## src/rtl/slice_collector.sv

```systemverilog
// ----------------------------------------------------------------------------
// slice_collector
//
// Collects a block of DEPTH slices, each WIDTH bits wide, from a permutation
// output stream. It transposes them into WIDTH lanes of DEPTH bits and then
// presents the lanes one at a time through a valid/ready handshake.
//
// Slice k of the block is stored as bit k of every lane. Once DEPTH slices
// have been accepted, the lanes are drained in order 0..WIDTH-1. A one-cycle
// done pulse follows the transfer of the last lane.
//
// Parameters
//   WIDTH      slice width and number of lanes (lane_idx is 5 bits, so <= 32)
//   DEPTH      slices per block and lane width
//
// Ports
//   clk          rising-edge clock
//   rst          asynchronous active-high reset
//   start        one-cycle pulse: clear buffer, (re)enter FILL
//   in           incoming slice
//   in_valid     in is valid this cycle
//   ready        block can accept a slice (FILL only)
//   lane_out     currently presented lane (0 outside DRAIN)
//   lane_idx     index of lane_out (0 outside DRAIN)
//   out_valid    lane_out/lane_idx valid (DRAIN only)
//   out_ready    consumer accepts the presented lane
//   done         one-cycle pulse after the last lane transfers
//   lane_parity  XOR-reduce of lane_out while out_valid, else 0
//
// Build option
//   SLICE_COLLECTOR_PARITY_EN  when defined, builds the lane parity tree;
//                              otherwise lane_parity is tied low.
//
// States
//   state   | meaning
//   --------+---------------------------------------------------------
//   S_IDLE  | waiting for start; no handshakes active
//   S_FILL  | accepting slices, cnt_q counts slices accepted so far
//   S_DRAIN | presenting lane idx_q; advance on out_ready
// ----------------------------------------------------------------------------
module slice_collector #(
    parameter int WIDTH = 25,
    parameter int DEPTH = 64
) (
    input  logic             clk,
    input  logic             rst,
    input  logic             start,
    input  logic [WIDTH-1:0] in,
    input  logic             in_valid,
    output logic             ready,
    output logic [DEPTH-1:0] lane_out,
    output logic [4:0]       lane_idx,
    output logic             out_valid,
    input  logic             out_ready,
    output logic             done,
    output logic             lane_parity
);

    localparam int CNT_W = (DEPTH > 1) ? $clog2(DEPTH) : 1;
    localparam logic [CNT_W-1:0] LAST_CNT = CNT_W'(DEPTH - 1);
    localparam logic [4:0]       LAST_IDX = 5'(WIDTH - 1);

    typedef enum logic [1:0] {
        S_IDLE  = 2'd0,
        S_FILL  = 2'd1,
        S_DRAIN = 2'd2
    } state_t;

    state_t           state_q, state_d;
    logic [CNT_W-1:0] cnt_q, cnt_d;
    logic [4:0]       idx_q, idx_d;
    logic             done_q, done_d;
    logic [DEPTH-1:0] lane_q [WIDTH];
    logic [DEPTH-1:0] lane_d [WIDTH];

    always_ff @(posedge clk or posedge rst) begin
        if (rst) begin
            state_q <= S_IDLE;
            cnt_q   <= '0;
            idx_q   <= '0;
            done_q  <= 1'b0;
            for (int i = 0; i < WIDTH; i++) begin
                lane_q[i] <= '0;
            end
        end else begin
            state_q <= state_d;
            cnt_q   <= cnt_d;
            idx_q   <= idx_d;
            done_q  <= done_d;
            for (int i = 0; i < WIDTH; i++) begin
                lane_q[i] <= lane_d[i];
            end
        end
    end

    always_comb begin
        state_d   = state_q;
        cnt_d     = cnt_q;
        idx_d     = idx_q;
        done_d    = 1'b0;
        ready     = 1'b0;
        out_valid = 1'b0;
        for (int i = 0; i < WIDTH; i++) begin
            lane_d[i] = lane_q[i];
        end

        case (state_q)
            S_FILL: begin
                ready = 1'b1;
                if (!start && in_valid) begin
                    for (int i = 0; i < WIDTH; i++) begin
                        lane_d[i][cnt_q] = in[i];
                    end
                    // Counter resets on exit rather than wrapping.
                    if (cnt_q == LAST_CNT) begin
                        cnt_d   = '0;
                        state_d = S_DRAIN;
                    end else begin
                        cnt_d = cnt_q + 1'b1;
                    end
                end
            end
            S_DRAIN: begin
                out_valid = 1'b1;
                if (!start && out_ready) begin
                    if (idx_q == LAST_IDX) begin
                        idx_d   = '0;
                        state_d = S_IDLE;
                        done_d  = 1'b1;
                    end else begin
                        idx_d = idx_q + 5'd1;
                    end
                end
            end
            default: begin
                state_d = S_IDLE;
            end
        endcase

        // start has priority over any slice or lane handshake in every state.
        if (start) begin
            for (int i = 0; i < WIDTH; i++) begin
                lane_d[i] = '0;
            end
            cnt_d   = '0;
            idx_d   = '0;
            done_d  = 1'b0;
            state_d = S_FILL;
        end
    end

    assign lane_idx = idx_q;
    assign done     = done_q;
    assign lane_out = (state_q == S_DRAIN && idx_q <= LAST_IDX) ? lane_q[idx_q] : '0;

`ifdef SLICE_COLLECTOR_PARITY_EN
    // lane_out is already 0 outside DRAIN; the gate keeps the definition explicit.
    assign lane_parity = out_valid & (^lane_out);
`else
    assign lane_parity = 1'b0;
`endif

endmodule
```

## config.mk

```make
export PLATFORM = sky130hd
export DESIGN_NAME = slice_collector
export DESIGN_NICKNAME = d
export VERILOG_FILES = /design/src/rtl/slice_collector.sv
export SDC_FILE = /design/constraint.sdc
export NUM_CORES = 2
export LEC_CHECK = 0
export ABC_AREA = 0
export CORE_MARGIN = 2
export CORE_UTILIZATION = 39
export CTS_CLUSTER_SIZE = 28
export DETAILED_ROUTE_END_ITERATION = 7
export GPL_TIMING_DRIVEN = 1
export PLACE_DENSITY_LB_ADDON = 0.12
export SETUP_SLACK_MARGIN = 0.3
export SYNTH_ARGS = -nofsm -noshare
export SYNTH_HDL_FRONTEND = slang
export SYNTH_SLANG_ARGS = --single-unit
export TNS_END_PERCENT = 100
```

## constraint.sdc

```tcl
create_clock -name clk -period 137.9 [get_ports clk]
set_clock_uncertainty 0.2 [all_clocks]
set_input_delay 27.58 -clock clk [delete_from_list [all_inputs] [get_ports clk]]
set_output_delay 27.58 -clock clk [all_outputs]
set_load 0.03 [all_outputs]
```

Word-level counts from Yosys, hierarchy flattened
Index checks and enable logic that the tools add are counted.
- bits of input ports: 30
- bits in registers: 1614
- logic and storage cells: 110
- output and inout port bits: 73
- $add $sub $neg: 2
- magnitude comparators: 4
- mux-type cells: 54
- equal/unequal tests: 8
- bitwise operators: 1
- reduce and logical (&&, ||, !) cells: 12
- operators by type and width (cell ; count):
    $mux 1600 ; 3
    $bwmux 64 ; 25
    $bmux 64 s5 ; 1
    $mux 64 ; 3
    $mux 6 ; 4
    $mux 5 ; 4
    $ne 3x3->1 const B ; 4
    $mux 2 ; 5
    $reduce_bool 2->1 ; 4
    $lt 6x7->1 const B ; 1
    $mux 1 ; 7
    $add 6x1->6 const B ; 1
    $demux 1 s6 ; 1
    $eq 6x6->1 const B ; 1
    $ge 6x1->1 const B ; 1
    $ge 6x6->1 const B ; 1
    $not 5->6 ; 1
    $add 5x1->5 const B ; 1
    $eq 5x5->1 const B ; 1
    $le 5x5->1 const B ; 1
    $logic_and 1x1->1 ; 4
    $pmux 2 s2 ; 1
    $reduce_and 2->1 ; 2
    $reduce_and 4->1 ; 1
    3 further kinds ; 3

Longest topological paths before layout
- word-level depth: 8
- mapped depth: 11
- mapped depth without buffers: 6

Worst setup path before layout
Ideal clock, no wire load.
- path type: reg-to-output
- start: reg idx_q[0] (netlist: lane_idx[0])
- end: out lane_out[10]
- required time: 110120 ps
- stages on the path, launching flop included: 12
- setup slack: 107190 ps
- buffers on the path: 5
- data arrival time: 2930 ps
- cell sequence: dfrtp_1 > buf_2 > buf_4 > buf_4 > buf_4 > inv_1 > ha_1 > nor2b_1 > o21ai_1 > clkbuf_1 > a21o_1 > a221oi_1
- cells in the longest elaborated chain, start to end: 5
- elaborated cells between the ends (all ways): 7
- classes of those cells: order compare (1); mux (4); bitwise (1); reduce/logical (1)
- ends and longest elaborated chain (what ; line ; RTL):
    start: declaration ; 71 ; logic [4:0] idx_q, idx_d;
    start signal: assignment ; 88 ; idx_q <= idx_d;
    $not 5->6 (implied by the code) ; 154 ; assign lane_out = (state_q == S_DRAIN && idx_q <= LAST_IDX) ? lane_q[idx_q] : '0;
    $bmux 64 s5 ; 154 ;
    $mux 64 (implied by the code) (2 in a row) ; 154 ;
    $mux 64 (*) ; 154 ;
    end: declaration ; 51 ; output logic [DEPTH-1:0] lane_out,
Mark *: on every way between the ends. The rest lies on a longest branch, timed or not. The select of a mux whose other input is x is not followed.

Worst setup path in the final report
- start: reg idx_q[2] (netlist: lane_idx[2])
- end: out lane_out[5]
Same word-level chain as after synthesis.

==> impl_results.md <==
- Fmax: 0.0291 GHz
- Synth Register Bits: 1614
- Worst skew pair latency: 0.82 ns
- Fin area: ~84000 sq um
- TritonCTS Buffers: about 180
- Warnings, synthesis: 0
- H-Tree Depth: 4
- Fin util: 0.432
- CP peak stage delay: between 0.9 and 1 ns
- GRT Total Usage: 0.244
- Die area: 199000 sq um
- Clock transition at path regs: around 0.060 ns
- Critical path buffers and inverters: 4
- Area Growth Syn to Fin: 10.4%
- Max-slew violation count: 0
- Initial Utilization: 0.391
- I/O pins: a little over 100
- Initial antenna violation count: 11
- Placed inst area: approximately 80000 sq um
- Status: finished, final reports clean
- Slew headroom: 0.127
- CTS resizes: 0
- First-pass GRT wire length: roughly 360000 microns
- Post-route ant nets: 0
- Worst-path cell chain: buf_4 -> buf_4 -> buf_4 -> mux4_2 -> a22oi_1 -> a221oi_1 -> clkdlybuf4s50_1
- Routed vias: around 52000
- # setup viols final: 0
- DRC viols: 0
- Hold WC Path Type: reg2reg
- Crit. End Element: primary output
- Sequential element share of the synthesized area: 0.531
- Hold Vio Cnt, Final: 0
- Post-DP HPWL: between 100000 and 150000 microns
- Net count after synthesis: 6784
- Pre-antenna DRT Iters: 6
- Initial DRC Count: roughly 4800
- Slew at the pin closest to its max-slew limit: 1.30 ns
- Vias per std cell: ~5.7
- Crit Path Max Fanout: between 50 and 60
- CTS tree: yes
- Unrepaired setup endpoints after global routing: false
- Leading cell type in the layout, fill and taps excluded: dfrtp_1
- Post-synth ARST share: 1.00
- Unique cell type count in the Yosys netlist: 58
- Final GP Congestion: around 0.75
- Die Ht: approximately 450 microns
- Port buffer count: between 100 and 150
- Hold Buf Count CTS: 0
- CP dominant cell by count: buf_4
- Std cell rows: between 150 and 200
- Final nets: 6510
- Static leakage: around 38 nW
- Final WL: roughly 240000 microns
- Core footprint: roughly 190000 sq um
- # Post-CTS Setup Buffers: 0
- Final period util: 0.249
- Die span in x: 446 microns
- Final min period: ~34 ns
- Setup TNS Final: 0 ns
- Top delay family on crit path: buffers and inverters
- CP Data Required Time: ~110 ns
- Mapped Area: 76100 sq um
- Slowest-stage cell, CP: buf_4
- Syn Inst Count: just under 7000
- Top_reg_cell synth: dfrtp_1
- WHS: roughly 0.27 ns
- Worst setup SP type: flop
- Reg2reg setup slack: 133.72 ns
- Syn avg cell area: between 10 and 15 sq um
- DR WL/cell: approximately 26 microns
- Grt total ovfl: 0
- CTS Root Cell: clkbuf_16
- Worst Path Class, Setup: reg2out
- Max-cap violations: 0
- VDD IR max: 0.0139 mV
- CTS sink cnt: roughly 1600
- Post-synth EDFFs: 0
- Largest net degree at the start of global routing: about 180
- Most frequent cells in the layout: 1610 x dfrtp_1, 1354 x nand2_1, 807 x o21ai_0
- Worst-case clock buffer depth: 3
- Layout cell share with drive strength beyond 1: 0.148
- PwrDens: 12.0 nW/um^2
- Vias in the first global route: 53175
- CP arrival: around 6.6 ns
[per-stage QoR]
stage | worst slack [ns] | cells | total power [mW]
finish | 103.57 | 9169 | 1.01
global placement | 104.39 | 8834 | 0.529
global route | 103.15 | 9166 | 1.04
detailed placement | 104.42 | 8834 | 0.529
floorplan | 64.58 | 6751 | 0.512
CTS | 103.51 | 9166 | 1.02
[final timing paths]
check	to	cells after the start	from
min in group asynchronous	lane_q[365]	2	rst
min reg2reg	lane_q[1088]	2	lane_q[1088]
max	lane_out[5]	7	lane_idx[2]
max reg2reg	lane_q[96]	6	state_q[1]
max in group asynchronous	lane_q[1485]	6	rst
min	lane_q[1088]	2	lane_q[1088]
[layer usage]
layer | part of all wire | track usage | up-vias
li1 | - | - | 23080
met1 | 0.45 | 0.343 | 27426
met2 | 0.47 | 0.393 | 1453
met3 | 0.051 | 0.0369 | 385
met4 | 0.030 | 0.0722 | 2
met5 | 0.000054 | 0 | -
[area by class of cell]
cell class	instances	area, sq um
Fill cell	18219	110000
Sequential cell	1614	40400
Multi-Input combinational cell	4447	32300
Clock buffer	279	5400
Tap cell	2542	3180
Timing Repair Buffer	227	2050
Clock inverter	53	552
Inverter	4	22.5
Antenna cell	3	7.51
[synth_stat cells (5+ instances only)]
library cell / instances / share of area
a21o_1: 64 / 0.0063
a21oi_1: 200 / 0.013
a221oi_1: 24 / 0.0028
a221oi_2: 40 / 0.0079
a22oi_1: 66 / 0.0065
a31oi_2: 9 / 0.0015
a31oi_4: 47 / 0.013
a32o_1: 7 / 0.00092
and4b_1: 5 / 0.00066
buf_1: 36 / 0.0018
buf_2: 152 / 0.010
buf_4: 141 / 0.014
buf_6: 31 / 0.0046
clkbuf_1: 324 / 0.016
dfrtp_1: 1614 / 0.53
mux2i_1: 625 / 0.082
mux4_2: 384 / 0.11
nand2_1: 1369 / 0.068
nand3_1: 7 / 0.00046
nor2_1: 572 / 0.028
nor2b_1: 6 / 0.00049
o211a_4: 5 / 0.0012
o211ai_1: 25 / 0.0025
o211ai_2: 37 / 0.0061
o21ai_0: 807 / 0.053
o21ai_1: 37 / 0.0024
o22ai_1: 65 / 0.0053
[where the power goes]
group	internal [mW]	switching, mW
combinational	0.00545	0.0389
sequential	0.475	0.000751
clock	0.280	0.206
[tightest hold or removal path, cell delays in order, from the launching register on]
cell	delay, ns
dfrtp_1	0.33
nand2_1	0.04
o21ai_0	0.06
[registers in the layout (all words and copies together), names as in the netlist]
signal and flops:
lane_q 1600, lane_idx 5, done 1, state_q 2, cnt_q 6
[cells by family after synthesis]
logic type | synth area share
AO/OA/AOI/OAI | 0.123
XOR/XNOR | 0.000115
adder cells (fa/ha/maj) | 0.000494
buffers and inverters | 0.0466
flip-flops | 0.531
multiplexers | 0.196
other | 0.0000493
AND/OR/NAND/NOR | 0.102
(Power assumes the default switching activity.)
